[src/rtl/bitwise_logic_pkg.sv]
// Shared definitions for the bitwise logic unit.
// Holds the operation width and the operation encodings used by the top
// module and the combinational operation block.
package bitwise_logic_pkg;

  localparam int OP_W = 3;

  typedef enum logic [OP_W-1:0] {
    OP_AND      = 3'd0,
    OP_OR       = 3'd1,
    OP_XOR      = 3'd2,
    OP_XNOR     = 3'd3,
    OP_NAND     = 3'd4,
    OP_NOR      = 3'd5,
    OP_ACC_XOR  = 3'd6,
    OP_ACC_LOAD = 3'd7
  } op_e;

endpackage

[src/rtl/bitwise_op_comb.sv]
// Combinational operation block of the bitwise logic unit.
// Ports:
//   op       operation select
//   a, b     operands (b unused by the accumulator ops)
//   acc_base accumulator value after any same-cycle clear
//   res      operation result
module bitwise_op_comb
  import bitwise_logic_pkg::*;
#(
  parameter int WIDTH = 16
) (
  input  logic [OP_W-1:0]  op,
  input  logic [WIDTH-1:0] a,
  input  logic [WIDTH-1:0] b,
  input  logic [WIDTH-1:0] acc_base,
  output logic [WIDTH-1:0] res
);

  always_comb begin
    res = '0;
    case (op_e'(op))
      OP_AND:      res = a & b;
      OP_OR:       res = a | b;
      OP_XOR:      res = a ^ b;
      OP_XNOR:     res = ~(a ^ b);
      OP_NAND:     res = ~(a & b);
      OP_NOR:      res = ~(a | b);
      OP_ACC_XOR:  res = acc_base ^ a;
      OP_ACC_LOAD: res = a;
      default:     res = '0;
    endcase
  end

endmodule

[src/rtl/bitwise_logic_unit.sv]
// Registered bitwise logic unit with valid/ready handshake, running XOR
// accumulator and wrapping beat counter.
// Ports:
//   clk, rst             clock, asynchronous active-high reset
//   in_valid, in_ready   input beat handshake (in_ready is combinational)
//   op, a, b             operation select and operands
//   clr_acc              synchronous accumulator clear pulse
//   out_valid, out_ready output result handshake
//   f, parity            registered result and its XOR reduction
//   acc                  accumulator value
//   beat_cnt             accepted beats modulo 2^CNT_W
module bitwise_logic_unit
  import bitwise_logic_pkg::*;
#(
  parameter int WIDTH = 16,
  parameter int CNT_W = 8
) (
  input  logic             clk,
  input  logic             rst,
  input  logic             in_valid,
  output logic             in_ready,
  input  logic [OP_W-1:0]  op,
  input  logic [WIDTH-1:0] a,
  input  logic [WIDTH-1:0] b,
  input  logic             clr_acc,
  output logic             out_valid,
  input  logic             out_ready,
  output logic [WIDTH-1:0] f,
  output logic             parity,
  output logic [WIDTH-1:0] acc,
  output logic [CNT_W-1:0] beat_cnt
);

  logic             accept;
  logic             acc_op;
  logic [WIDTH-1:0] acc_base;
  logic [WIDTH-1:0] res;

  assign in_ready = !out_valid || out_ready;
  assign accept   = in_valid && in_ready;
  assign acc_op   = (op == OP_ACC_XOR) || (op == OP_ACC_LOAD);

  // The clear is applied before an accumulate in the same cycle.
  assign acc_base = clr_acc ? '0 : acc;

  bitwise_op_comb #(
    .WIDTH(WIDTH)
  ) u_op (
    .op      (op),
    .a       (a),
    .b       (b),
    .acc_base(acc_base),
    .res     (res)
  );

  always_ff @(posedge clk or posedge rst) begin
    if (rst) begin
      out_valid <= 1'b0;
      f         <= '0;
      parity    <= 1'b0;
      acc       <= '0;
      beat_cnt  <= '0;
    end else begin
      if (accept) begin
        out_valid <= 1'b1;
        f         <= res;
        parity    <= ^res;
        beat_cnt  <= beat_cnt + CNT_W'(1);
      end else if (out_ready) begin
        out_valid <= 1'b0;
      end

      if (accept && acc_op) begin
        acc <= res;
      end else if (clr_acc) begin
        acc <= '0;
      end
    end
  end

endmodule

[config.mk]
export PLATFORM = sky130hd
export DESIGN_NAME = bitwise_logic_unit
export DESIGN_NICKNAME = d
export VERILOG_FILES = /design/src/rtl/bitwise_logic_pkg.sv /design/src/rtl/bitwise_op_comb.sv /design/src/rtl/bitwise_logic_unit.sv
export SDC_FILE = /design/constraint.sdc
export NUM_CORES = 1
export LEC_CHECK = 0
export CORE_ASPECT_RATIO = 1.4
export CORE_MARGIN = 3
export CORE_UTILIZATION = 45
export CTS_CLUSTER_SIZE = 40
export DETAILED_ROUTE_END_ITERATION = 8
export DONT_BUFFER_PORTS = 1
export PLACE_DENSITY_LB_ADDON = 0.05
export SLEW_MARGIN = 10
export SYNTH_ARGS = -nofsm -noshare
export SYNTH_HDL_FRONTEND = slang
export SYNTH_SLANG_ARGS = --single-unit
export TNS_END_PERCENT = 20
[constraint.sdc]
create_clock -name clk -period 3.02 [get_ports clk]
set_input_delay 0.302 -clock clk [delete_from_list [all_inputs] [get_ports clk]]
set_output_delay 0.302 -clock clk [all_outputs]
set_load 0.1 [all_outputs]
Yosys cells after proc, flatten, opt, wreduce, memory -nomap -nowiden
Cells that the tools add are included.
- register bits: 42
- bits of input ports: 40
- output and inout bits: 43
- logic and storage cells: 33
- $add $sub $neg: 1
- eq/ne operators: 7
- multiplexer cells: 5
- bitwise operators: 7
- reduce and logical (&&, ||, !) cells: 8
- operator list (kind ; number):
    $pmux 16 s8 ; 1
    $not 16->16 ; 3
    $mux 16 ; 2
    $xor 16x16->16 ; 2
    $and 16x16->16 ; 1
    $or 16x16->16 ; 1
    $reduce_xor 16->1 ; 1
    $eq 3x3->1 const B ; 4
    $add 8x1->8 const B ; 1
    $eq 3x2->1 const B ; 2
    $eq 3x1->1 const B ; 1
    $logic_not 3->1 ; 1
    $logic_and 1x1->1 ; 2
    $logic_or 1x1->1 ; 2
    $mux 1 ; 2
    $reduce_bool 2->1 ; 1
    $logic_not 1->1 ; 1

Logic depth before layout (Yosys ltp)
- depth in word-level cells: 5
- depth in mapped cells: 12
- gate-level depth less buffers: 11

Cells and area by module
Synthesis repeated with hierarchy kept, for this count alone.
- cells, all modules: 407
- area, all modules: 3647.2 um^2
- by module, submodules not included (module ; instances ; cells each ; area an instance (um^2) ; seq. area each (um^2)):
    bitwise_logic_unit ; 1 ; 139 ; 1918.1 ; 1051.0
    bitwise_op_comb ; 1 ; 268 ; 1729.2 ; 0.0

Least setup slack after synthesis
No wires, ideal clock.
- path type: reg2reg
- from: register out_valid
- to: register acc[10]
- setup time: 0.130 ns
- data arrival time: 2.864 ns
- data required time: 2.890 ns
- slack: 0.026 ns
- stages on the path, launching flop included: 8
- path buffers: 2
- period minus slack after synthesis: 2.994 ns
- cells stage by stage: dfrtp_1 -> nand2b_1 -> and2_1 -> and3_1 -> clkbuf_1 -> clkbuf_1 -> nand2_1 -> o21ai_0
- longest elaborated chain between the ends: 5
- RTL lines (item ; RTL line ; source):
    start, declared ; bitwise_logic_unit.sv:26 ; output logic out_valid,
    start signal, assigned ; bitwise_logic_unit.sv:58 ; out_valid <= 1'b0;
    start signal, assigned ; bitwise_logic_unit.sv:65 ; out_valid <= 1'b1;
    start signal, assigned ; bitwise_logic_unit.sv:70 ; out_valid <= 1'b0;
    $logic_not 1->1 ; bitwise_logic_unit.sv:39 ; assign in_ready = !out_valid || out_ready;
    $logic_or 1x1->1 ; bitwise_logic_unit.sv:39 ;
    net in_ready ; bitwise_logic_unit.sv:21 ; output logic in_ready,
    $logic_and 1x1->1 ; bitwise_logic_unit.sv:40 ; assign accept = in_valid && in_ready;
    $logic_and 1x1->1 ; bitwise_logic_unit.sv:73 ; if (accept && acc_op) begin
    $mux 16 ; bitwise_logic_unit.sv:73 ;
    end signal, assigned ; bitwise_logic_unit.sv:74 ; acc <= res;
    end, declared ; bitwise_logic_unit.sv:30 ; output logic [WIDTH-1:0] acc,
The timed path passes the listed nets, and every way through them passes these cells.
A chain may end at the register's enable or synchronous reset.

Final worst setup path
- from: register acc[15]
- to: register parity
- longest elaborated chain between the ends: 4
- RTL lines (item ; RTL line ; source):
    $mux 16 ; -- ;
    $xor 16x16->16 ; bitwise_op_comb.sv:28 ; OP_ACC_XOR: res = acc_base ^ a;
    $pmux 16 s8 ; bitwise_op_comb.sv:21 ; case (op_e'(op))
    $reduce_xor 16->1 ; bitwise_logic_unit.sv:67 ; parity <= ^res;
    end signal, assigned ; bitwise_logic_unit.sv:67 ;
    end, declared ; bitwise_logic_unit.sv:29 ; output logic parity,
Every way passes these cells.

==> metrics.sh <==
CRIT_PATH_TOP_DELAY_CELL='o32ai_2'
WORSTSKEWPAIRLATENCY_PS=290
MIN_PATH_TYPE='in -> async'
PATH_DELAY_FAMILY='XOR/XNOR gates'
CTS_INSERTED_BUFFERS=5
YOSYSSEQAREASHARE_PCT=28.9
TIMING.CRITICAL_PATH.REQUIRED_PS=3180
TIMING.MAX_CAP.VIOLATIONS=0
POSTSYNTHCELLCOUNT=446
RSZ_0062_RAISED_AFTER_GLOBAL_ROUTING='no'
FIRST_GLOBAL_VIAS=2883
CORE_AREA_SQ_UM=7800
DETAIL_ROUTE.WIRELENGTH_MICRONS=8550
CLK_TRANSITION_REPORTED_PATHS_PS=80
HOLD_VIOLATIONS=0
ROWS=38
TNS_PS=0
BOUNDARYPINS=83
GRT_ANTENNA_BEFORE_REPAIR=0
WORST-PATH-BUF-INV=0
WORST_PIN_SLEW_PS=964
GPL.FINAL_WEIGHTED_CONGESTION=0.886
PERIOD_NEEDED_PS=2110
FINAL.SETUP_SKEW_PS=3.35
MAX-VDD-IR-DROP_mV=0.620
POST_CTS_BUFFERS=0
SYN-NUM-NETS=519
DR_TOTAL_VIAS=2879
DP_SLACK_PS=723
SYNTH_AREA_SQ_UM=3630
CRITICAL_PATH.ENDPOINT_TYPE='register'
DRIVE_ABOVE_1_SHARE_PCT=9.87
REG2REG_FROM='acc[15]'
BUFFER_PORTS.INSERTED=0
DIE_OUTLINE_AREA_SQ_UM=9200
DR.FIRST_ITER.DRC_COUNT=128
SETUP.WORST_PATH.CLASS='reg -> reg'
CRITICAL_PATH.STARTPOINT='acc[15]'
DRT-WIRELENGTH-PER-CELL_MICRONS=15.4
POST_DRT_VIA_CELL_RATIO=5.18
POSTSYNTHREGISTERBITS=42
TIMING.CRITICAL_PATH.FROM_TYPE='register'
P_LEAK_nW=1.92
RUN_STATUS='finished clean'
FINALSETUPVIOLATIONS=0
AREA.GROWTH.SYNTH_TO_FINAL_PCT=6.72
MULTIINPUTGATEAREA_SQ_UM=2270
DRT.ANTENNA.VIOLATING_NETS=0
POST-PLACE-CELLS=548
GLOBAL_ROUTE.USAGE.TOTAL_PCT=19.4
STARTING_DENSITY_OF_THE_CORE_PCT=46.6
WORST_PATH_MOST_REPEATED_CELL='xnor2_1'
DIE_H_MICRONS=112
LARGEST_NET_DEGREE_AT_THE_START_OF_GLOBAL_ROUTING=54
GLOBAL_ROUTE.OVERFLOW_TOTAL=0
SYN_AREA_PER_CELL_SQ_UM=8.14
PEAK_FREQ_MHz=473
CRITPATHARRIVALTIME_PS=2270
SYNTH_CELL_TYPE_COUNT=40
GRT_FIRST_PASS_WIRELENGTH_MICRONS=14200
CTS.HTREE.LEVELS=2
CLOCK_SINK_COUNT=42
ROUTE.DETAILED.DRC=0
FILLERINSTANCES=785
CRIT_PATH_CELL_TRACE='nor2b_1, xnor2_1, nor2_1, o32ai_2, xnor2_1, xnor2_1, xnor2_1, xnor2_1, o21ai_1'
HOLD_BUFFERS=0
P_PER_AREA_nW_PER_UM2=618
DIE_SPAN_IN_X_MICRONS=81.9
WORST_PATH_LARGEST_CELL_DELAY_PS=390
SYNTHESIS.YOSYS.WARNINGS=0
LAYOUT_SETUP_WS_PS=907
LAYOUT.CELLS.NON_FILLER=556
POST_CTS_RESIZE_COUNT=0
PLACE.DETAILED.HPWL_MICRONS=6600
FINAL_NETS=528
CTS_TREE='done'
SEQCELLAREA_SQ_UM=1050
TIMING.FINAL.MAX_SLEW_VIOLATIONS=0
CLOCKBUFFERDEPTH=2
N_ANTENNA_CELL=0
FINAL_MIN_PERIOD_OVER_CLOCK_PERIOD_PCT=70.0
CTSROOTBUFFERMASTER='clkbuf_8'
DRT-PASS1-ITER-COUNT=4
MAX_SLEW_MARGIN_PCT=35.7
CRITICAL_PATH.MAX_FANOUT=3
==> per-stage QoR <==
stage	cell area, sq um	power (W)	hold WS, ps	util (%)
after floorplan	3630	0.00189	410	-
after global placement	3780	0.00203	354	48.5
after detailed placement	3780	0.00204	355	48.5
after CTS	3880	0.00243	32.9	49.7
after global routing	3880	0.00253	54.0	49.7
final	3880	0.00240	16.8	49.7
==> state kept, by name (all words and copies together), names as in the netlist <==
signal / flops
out_valid: 1
f: 16
beat_cnt: 8
acc: 16
parity: 1
==> cell usage after synthesis (all sizes together) <==
cell,n,area share [%]
inv,34,3.5
or2,2,0.34
nand3b,1,0.21
xor2,4,0.96
mux2,2,0.62
and3,1,0.17
nand4,2,0.34
a22oi,1,0.21
clkbuf,6,0.62
and2,2,0.41
mux2i,30,8.3
nand3,4,0.55
o32a,1,0.28
buf,20,4.5
nor2,32,3.3
a31oi,13,2.6
o32ai,2,0.69
ha,33,11
xnor2,35,8.4
a21oi,27,3.7
nor2b,4,0.90
a2bb2oi,1,0.24
nand2b,29,5.0
o21ai,20,2.8
dfrtp,42,29
nor3,13,1.9
or3,1,0.17
o221ai,1,0.24
nand2,82,8.5
a221oi,1,0.24
==> report_power, final <==
part | total [W] | switching (W) | internal [W]
registers | 0.00111 | 0.000461 | 0.000649
clock network | 0.000373 | 0.000190 | 0.000184
logic | 0.000912 | 0.000616 | 0.000297
total | 0.00240 | 0.00127 | 0.00113
==> cell usage in the layout (no fill, tap or decap), drive strengths merged, types with 2 or more instances in the layout <==
cell and n:
nand2 82, dfrtp 42, xnor2 35, inv 33
ha 33, nor2 32, mux2i 30, nand2b 29
buf 28, a21oi 27, o21ai 20, nor3 13
a31oi 13, clkbuf 6, xor2 4, nand3 4
nor2b 4, mux2 2, nand4 2, or2 2
and2 2, o32ai 2, clkinv 2
==> worst paths after layout <==
kind / slack (ps) / to / cells past startpoint
max in group asynchronous: 2620 / acc[15] / 2
worst min register to register: 540 / beat_cnt[4] / 1
worst min-delay path: 20 / f[10] / 2
worst max-delay path: 910 / parity / 9
min in group clk: 120 / out_valid / 1
worst max register to register: 910 / parity / 9
==> kinds of logic after synthesis <==
family                     synth area share (%)
and+or+nand+nor                            21.8
buffers and inverters                      8.65
AOI/OAI and AO/OA                          11.0
adders and majority gates                  11.4
xor gates and xnor gates                   9.40
muxes                                      8.89
DFF                                        28.9
==> layer usage <==
layer	GRT usage [%]	vias up	wire length (microns)
met1	25.1	1334	3810
met2	32.9	62	4190
met3	2.89	9	428
met5	0	-	0
li1	-	1474	-
met4	5.32	0	119
==> area by class of cell <==
class,count,share of cell area [%]
flip-flops and latches,42,27.1
clock inverters,2,0.323
repair buffers,28,5.42
multi-input cells,344,58.5
well taps,100,3.23
clock buffers,6,2.13
inverters,34,3.29
==> worst reg2reg max path: cells and delay by family (launching register included) <==
family	cells	cell delay (ps)
compound gates	2	460
xor+xnor	5	870
flops	1	350
simple gates	2	300
No activity file was read; power rests on OpenSTA's default activity.
